**src/rtl/wave_seq_pkg.sv**
```systemverilog
// Shared types for the wave sequencer: generator shape codes, FSM states and the
// segment record stored in the program table.
package wave_seq_pkg;

    localparam int SEQ_PINC_W = 16;
    localparam int SEQ_DUR_W  = 16;

    typedef enum logic [1:0] {
        SHAPE_SINE     = 2'd0,
        SHAPE_SQUARE   = 2'd1,
        SHAPE_TRIANGLE = 2'd2,
        SHAPE_SAW      = 2'd3
    } shape_e;

    typedef enum logic [1:0] {
        ST_IDLE = 2'd0,
        ST_LOAD = 2'd1,
        ST_RUN  = 2'd2,
        ST_DONE = 2'd3
    } state_e;

    typedef struct packed {
        shape_e                shape;
        logic [SEQ_PINC_W-1:0] pinc;
        logic [SEQ_DUR_W-1:0]  dur;
    } seg_t;

endpackage

```
**src/rtl/wave_seq_table.sv**
```systemverilog
// Program table: NSEG segment records, one synchronous write port and one
// combinational read port. Entries clear to zero on reset.
module wave_seq_table
    import wave_seq_pkg::*;
#(
    parameter int NSEG = 4
) (
    input  logic                    clk,
    input  logic                    rst_n,
    input  logic                    we_i,
    input  logic [$clog2(NSEG)-1:0] wr_addr_i,
    input  seg_t                    wr_seg_i,
    input  logic [$clog2(NSEG)-1:0] rd_addr_i,
    output seg_t                    rd_seg_o
);

    seg_t mem_q [NSEG];

    always_ff @(posedge clk or negedge rst_n) begin
        if (!rst_n) begin
            for (int i = 0; i < NSEG; i++) begin
                mem_q[i] <= '0;
            end
        end else if (we_i) begin
            mem_q[wr_addr_i] <= wr_seg_i;
        end
    end

    assign rd_seg_o = mem_q[rd_addr_i];

endmodule

```
**src/rtl/wave_sequencer.sv**
```systemverilog
// Segment sequencer driving the wave generator's enable/shape/phase-increment with
// cycle-exact durations. WAVE_SEQ_LOOP_EN: replay the program until abort, no done.
module wave_sequencer
    import wave_seq_pkg::*;
#(
    parameter int NSEG   = 4,
    parameter int PINC_W = SEQ_PINC_W,
    parameter int DUR_W  = SEQ_DUR_W
) (
    input  logic                    clk,
    input  logic                    rst_n,
    input  logic                    cfg_we,
    input  logic [$clog2(NSEG)-1:0] cfg_addr,
    input  logic [1:0]              cfg_shape,
    input  logic [PINC_W-1:0]       cfg_pinc,
    input  logic [DUR_W-1:0]        cfg_dur,
    input  logic [$clog2(NSEG):0]   seg_count,
    input  logic                    start,
    input  logic                    abort,
    output logic                    busy,
    output logic                    done,
    output logic [$clog2(NSEG)-1:0] seg_idx,
    output logic                    gen_en,
    output logic [1:0]              gen_shape,
    output logic [PINC_W-1:0]       gen_pinc,
    output logic                    gen_phase_rst
);

    localparam int AW = $clog2(NSEG);
    localparam int CW = AW + 1;

    state_e            state_q, state_d;
    logic [AW-1:0]     seg_idx_q, seg_idx_d;
    logic [AW-1:0]     last_q, last_d;
    logic [DUR_W-1:0]  dur_cnt_q, dur_cnt_d;
    logic              busy_q, busy_d;
    logic              done_q, done_d;
    logic              gen_en_q, gen_en_d;
    logic [1:0]        gen_shape_q, gen_shape_d;
    logic [PINC_W-1:0] gen_pinc_q, gen_pinc_d;
    logic              phase_rst_q, phase_rst_d;
    logic              load_seg, hold_seg;
    logic              tbl_we;
    seg_t              wr_seg, rd_seg;
    logic [DUR_W-1:0]  rd_dur;

    // The table is frozen while a program runs so a sequence is never altered mid-flight.
    assign tbl_we = cfg_we && (state_q == ST_IDLE || state_q == ST_DONE);
    assign wr_seg = '{shape: shape_e'(cfg_shape), pinc: SEQ_PINC_W'(cfg_pinc), dur: SEQ_DUR_W'(cfg_dur)};
    assign rd_dur = DUR_W'(rd_seg.dur);

    // Read at the next index so a new segment lands in the output registers with no gap.
    wave_seq_table #(.NSEG(NSEG)) u_table (
        .clk       (clk),
        .rst_n     (rst_n),
        .we_i      (tbl_we),
        .wr_addr_i (cfg_addr),
        .wr_seg_i  (wr_seg),
        .rd_addr_i (seg_idx_d),
        .rd_seg_o  (rd_seg)
    );

    always_comb begin
        state_d   = state_q;
        seg_idx_d = seg_idx_q;
        last_d    = last_q;
        busy_d    = 1'b0;
        done_d    = 1'b0;
        load_seg  = 1'b0;
        hold_seg  = 1'b0;
        if (abort) begin
            state_d   = ST_IDLE;
            seg_idx_d = '0;
        end else begin
            case (state_q)
                ST_IDLE: begin
                    if (start) begin
                        state_d   = ST_LOAD;
                        busy_d    = 1'b1;
                        seg_idx_d = '0;
                        if (seg_count == '0)
                            last_d = '0;
                        else if (seg_count > CW'(NSEG))
                            last_d = AW'(NSEG - 1);
                        else
                            last_d = AW'(seg_count - CW'(1));
                    end
                end
                ST_LOAD: begin
                    state_d  = ST_RUN;
                    busy_d   = 1'b1;
                    load_seg = 1'b1;
                end
                ST_RUN: begin
                    busy_d = 1'b1;
                    if (dur_cnt_q != '0) begin
                        hold_seg = 1'b1;
                    end else if (seg_idx_q != last_q) begin
                        seg_idx_d = seg_idx_q + AW'(1);
                        load_seg  = 1'b1;
                    end else begin
`ifdef WAVE_SEQ_LOOP_EN
                        seg_idx_d = '0;
                        load_seg  = 1'b1;
`else
                        state_d = ST_DONE;
                        busy_d  = 1'b0;
                        done_d  = 1'b1;
`endif
                    end
                end
                ST_DONE: state_d = ST_IDLE;
                default: state_d = ST_IDLE;
            endcase
        end
    end

    always_comb begin
        dur_cnt_d   = '0;
        gen_en_d    = 1'b0;
        gen_shape_d = '0;
        gen_pinc_d  = '0;
        phase_rst_d = 1'b0;
        if (load_seg) begin
            gen_en_d    = 1'b1;
            gen_shape_d = rd_seg.shape;
            gen_pinc_d  = PINC_W'(rd_seg.pinc);
            phase_rst_d = 1'b1;
            dur_cnt_d   = (rd_dur == '0) ? '0 : rd_dur - DUR_W'(1);
        end else if (hold_seg) begin
            gen_en_d    = 1'b1;
            gen_shape_d = gen_shape_q;
            gen_pinc_d  = gen_pinc_q;
            dur_cnt_d   = dur_cnt_q - DUR_W'(1);
        end
    end

    always_ff @(posedge clk or negedge rst_n) begin
        if (!rst_n) begin
            state_q     <= ST_IDLE;
            seg_idx_q   <= '0;
            last_q      <= '0;
            dur_cnt_q   <= '0;
            busy_q      <= 1'b0;
            done_q      <= 1'b0;
            gen_en_q    <= 1'b0;
            gen_shape_q <= '0;
            gen_pinc_q  <= '0;
            phase_rst_q <= 1'b0;
        end else begin
            state_q     <= state_d;
            seg_idx_q   <= seg_idx_d;
            last_q      <= last_d;
            dur_cnt_q   <= dur_cnt_d;
            busy_q      <= busy_d;
            done_q      <= done_d;
            gen_en_q    <= gen_en_d;
            gen_shape_q <= gen_shape_d;
            gen_pinc_q  <= gen_pinc_d;
            phase_rst_q <= phase_rst_d;
        end
    end

    assign busy          = busy_q;
    assign done          = done_q;
    assign seg_idx       = seg_idx_q;
    assign gen_en        = gen_en_q;
    assign gen_shape     = gen_shape_q;
    assign gen_pinc      = gen_pinc_q;
    assign gen_phase_rst = phase_rst_q;

endmodule
```
**config.mk**
```make
export PLATFORM = sky130hd
export DESIGN_NAME = wave_sequencer
export DESIGN_NICKNAME = d
export VERILOG_FILES = /design/src/rtl/wave_seq_pkg.sv /design/src/rtl/wave_seq_table.sv /design/src/rtl/wave_sequencer.sv
export SDC_FILE = /design/constraint.sdc
export NUM_CORES = 1
export LEC_CHECK = 0
export BUFFER_PORTS_ARGS = -buffer_cell sky130_fd_sc_hd__buf_2
export CAP_MARGIN = 20
export CORE_AREA = 5 5 143 104
export DETAILED_ROUTE_END_ITERATION = 7
export DIE_AREA = 0 0 148 109
export PLACE_DENSITY = 0.83
export SLEW_MARGIN = 20
export SYNTH_ARGS = -nofsm -noshare
export SYNTH_HDL_FRONTEND = slang
export SYNTH_HIERARCHICAL = 1
export SYNTH_SLANG_ARGS = --single-unit
export TNS_END_PERCENT = 1
```
**constraint.sdc**
```tcl
create_clock -name clk -period 8.65 [get_ports clk]
set_input_delay 0.865 -clock clk [delete_from_list [all_inputs] [get_ports clk]]
set_output_delay 0.865 -clock clk [all_outputs]
set_load 0.05 [all_outputs]
```
==> metrics.txt <==
Max-Slew Margin vs Limit=~42%; crit path DAT=about 5.1 ns; I/O pin count=approximately 70; RSZ-0062 raised after global routing=no; Vias=4909; Final Setup Violations=0; clk buf depth=2; Mapped Avg Cell Area=14.9 µm²; type of the worst min-delay path=reg2reg; register area share after synthesis=54.3%; register clock-pin slew on the reported worst setup and hold paths=about 0.07 ns; min cycle time layout=4.81 ns; crit path max fanout=27; routed wire length=around 17 mm; dpl hpwl=10.9 mm; Seq pwr share=around two fifths; Congestion Overflow GR=0; share of layout cells above drive strength 1=between 40% and 50%; crit start category=flip-flop; Hold Vio Cnt, Final=0; Synthesis Warnings=6; initial antenna violation count=1; MaxCap Viol Count=0; gpl congestion=between 0.8 and 0.9; Max Slew Vio Count=0; FF+latch count, synth=180; Max Freq=about 210 MHz; slowest cell on the critical path=mux4_2; area of the core=between 10000 and 15000 µm²; DRC=0; drt first pass iters=4; CP peak stage delay=between 0.6 and 0.7 ns; Post-CTS Setup Inserts=0; Vias/cell=~6.1; # hold bufs at CTS=0; Worst EP required=8.92 ns; row count=36; Switching Share=roughly 34%; DRT iter0 DRCs=~280; # nets final=roughly 680; gr usage total=between 20 and 25%; Clk pwr share=between 20% and 30%; H-tree depth=4; post-place instance area=8720 µm²; Clock Sinks=180; Area Growth Syn to Fin=13.4%; Layout Utilization=roughly 70%; chip width=~150 µm; Setup CP Type=reg2reg; power per cell area=roughly 400 nW/µm²; non-filler cells, final=about 810; clk_lat worst skew=0.42 ns; worst setup margin=3.84 ns; Slew @ Worst Pin=0.869 ns; Ant. Diodes=0; post_cts resized=0; pre-CTS WS=about 3.7 ns; Total Die Area=between 15000 and 20000 µm²; Initial Util=61.6%; vias in the first global route=about 5400; critical path capture point type=flip-flop; DRT antenna net count=0; clock buffer count from CTS=17; drt wl/cell=about 21 µm; Final TNS setup=0 ns; Final Cycle Share=between 50 and 60%; Pint=~2.5 mW; cells along the critical path=inv_1 -> ha_1 -> nor3b_1 -> nand4_2 -> o22a_1 -> nor2_4 -> buf_4 -> mux4_2 -> or4_1 -> nor3_2 -> nand2_1 -> o21ai_2 -> o22ai_1; Switching Power=roughly 1.3 mW; largest net degree at the start of global routing=114; Clock Skew=0.00776 ns; P_leak=a little over 4 nW; Mapped Cells=roughly 560; highest ir drop seen on vdd=0.262 mV; first-pass GRT wire length=between 20 and 30 mm; status=complete, no violations; CTS tree=done; post-synthesis instance area=just over 8000 µm²; Netlist cell types=roughly 50; Syn Nets=about 610; post-route cell area=roughly 9400 µm²; Die H=about 110 µm; Placed Cells=between 700 and 800; IO buf count=between 60 and 70; combinational share of power=between 30% and 40%; root buffer cell=clkbuf_16
-- metal layers --
metal	up-vias	routed length, µm	track usage (%)
met3	18	843	6.44
met4	2	169	5.87
met1	2576	7740	30.5
li1	2202	-	-
met5	-	11	0
met2	111	8260	37.2
-- worst max-delay path, delay by kind of cell (launching register included) --
kind	cells	cell delay [ns]
and+or+nand+nor	6	1.77
AOI/OAI and AO/OA	3	1.02
muxes	1	0.63
buffers and inverters	2	0.65
DFF	1	0.40
adders and majority gates	1	0.16
-- synthesized netlist by cell type, drive strengths merged --
cell type / n / share of area, %
mux4: 34 / 9.2
nor3b: 3 / 0.41
o21bai: 1 / 0.091
o22ai: 14 / 1.1
o211ai: 1 / 0.091
or2: 1 / 0.075
nand2: 14 / 0.63
o22a: 1 / 0.11
mux2i: 2 / 0.24
o2bb2ai: 1 / 0.11
a21oi: 6 / 0.36
nor3: 9 / 0.66
nor2b: 4 / 0.30
nor2: 17 / 0.77
nor4b: 2 / 0.29
buf: 23 / 2.1
or3: 2 / 0.15
nand2b: 3 / 0.23
nand3b: 4 / 0.45
dfrtp: 180 / 54
and2: 2 / 0.15
xnor2: 17 / 1.8
o31ai: 3 / 0.44
mux2: 137 / 19
o21ai: 7 / 0.47
inv: 11 / 0.50
ha: 8 / 1.2
clkbuf: 3 / 0.15
a211oi: 1 / 0.091
xor2: 11 / 1.2
nor4: 5 / 0.81
a22o: 18 / 1.9
or4: 3 / 0.32
nand4: 2 / 0.23
nand3: 7 / 0.48
-- registers in the layout (all words and copies together) (netlist names) --
| register | cells |
|---|---|
| busy | 1 |
| done | 1 |
| dur_cnt_q | 16 |
| gen_en | 1 |
| gen_phase_rst | 1 |
| gen_pinc | 16 |
| gen_shape | 2 |
| last_q | 2 |
| seg_idx | 2 |
| state_q | 2 |
| u_table/mem_q | 136 |
-- kinds of logic (layout without fill, tap and decap cells) --
logic type | after synthesis | count (layout) | share of synthesized area [%]
xor gates and xnor gates | 28 | 28 | 2.96
buffers and inverters | 37 | 116 | 2.78
AOI/OAI and AO/OA | 53 | 53 | 4.71
muxes | 173 | 173 | 28.1
and+or+nand+nor | 78 | 78 | 5.96
adders and majority gates | 8 | 8 | 1.21
DFF | 180 | 180 | 54.3
-- stage by stage --
stage	power [mW]	hold slack (ns)
finish	3.75	0.495
global route	3.96	0.508
CTS	3.75	0.498
detailed placement	2.90	0.478
global placement	2.80	0.463
floorplan	2.56	0.453
-- placed cells by master, fill, tap and decap left out, types with 3 or more instances in the layout --
cell,synthesis,routed
dfrtp_1,180,180
mux2_2,135,135
buf_2,9,66
mux4_2,34,34
a22o_1,18,18
xnor2_1,17,17
clkbuf_16,0,17
nor2_1,17,16
nand2_1,14,14
o22ai_1,14,14
inv_1,11,11
xor2_1,11,11
ha_1,8,8
nor3_1,7,7
nand3_1,6,6
o21ai_0,6,5
a21oi_1,6,5
buf_4,1,5
nor2b_1,4,4
bufinv_16,0,4
nand2b_1,3,3
clkbuf_8,0,3
inv_6,0,3
-- power groups by stage --
stage	registers (mW)	logic [mW]	clock network, mW
4_1_cts	1.43	1.48	0.839
2_1_floorplan	1.44	1.12	0
3_3_place_gp	1.41	1.39	0
6_report	1.44	1.48	0.827
3_5_place_dp	1.45	1.45	0
5_1_grt	1.48	1.61	0.878
-- path summary, 6_finish.rpt --
kind / startpoint / endpoint / slack [ns] / cells after the start
max: dur_cnt_q[0] / dur_cnt_q[7] / 3.84 / 13
min: gen_pinc[10] / gen_pinc[10] / 0.50 / 1
max reg2reg: dur_cnt_q[0] / dur_cnt_q[7] / 3.84 / 13
min reg2reg: gen_pinc[10] / gen_pinc[10] / 0.50 / 1
max in group asynchronous: rst_n / gen_pinc[7] / 6.73 / 2
min in group asynchronous: rst_n / u_table/mem_q[19] / 0.55 / 1
-- layout make-up --
class / instances / area, µm²
repair buffers: 73 / 402
fillers: 856 / 4070
well taps: 171 / 214
multi-input cells: 340 / 3610
clock buffers: 21 / 460
clock inverters: 11 / 173
inverters: 11 / 41.3
flip-flops and latches: 180 / 4500
(Power assumes the default switching activity.)
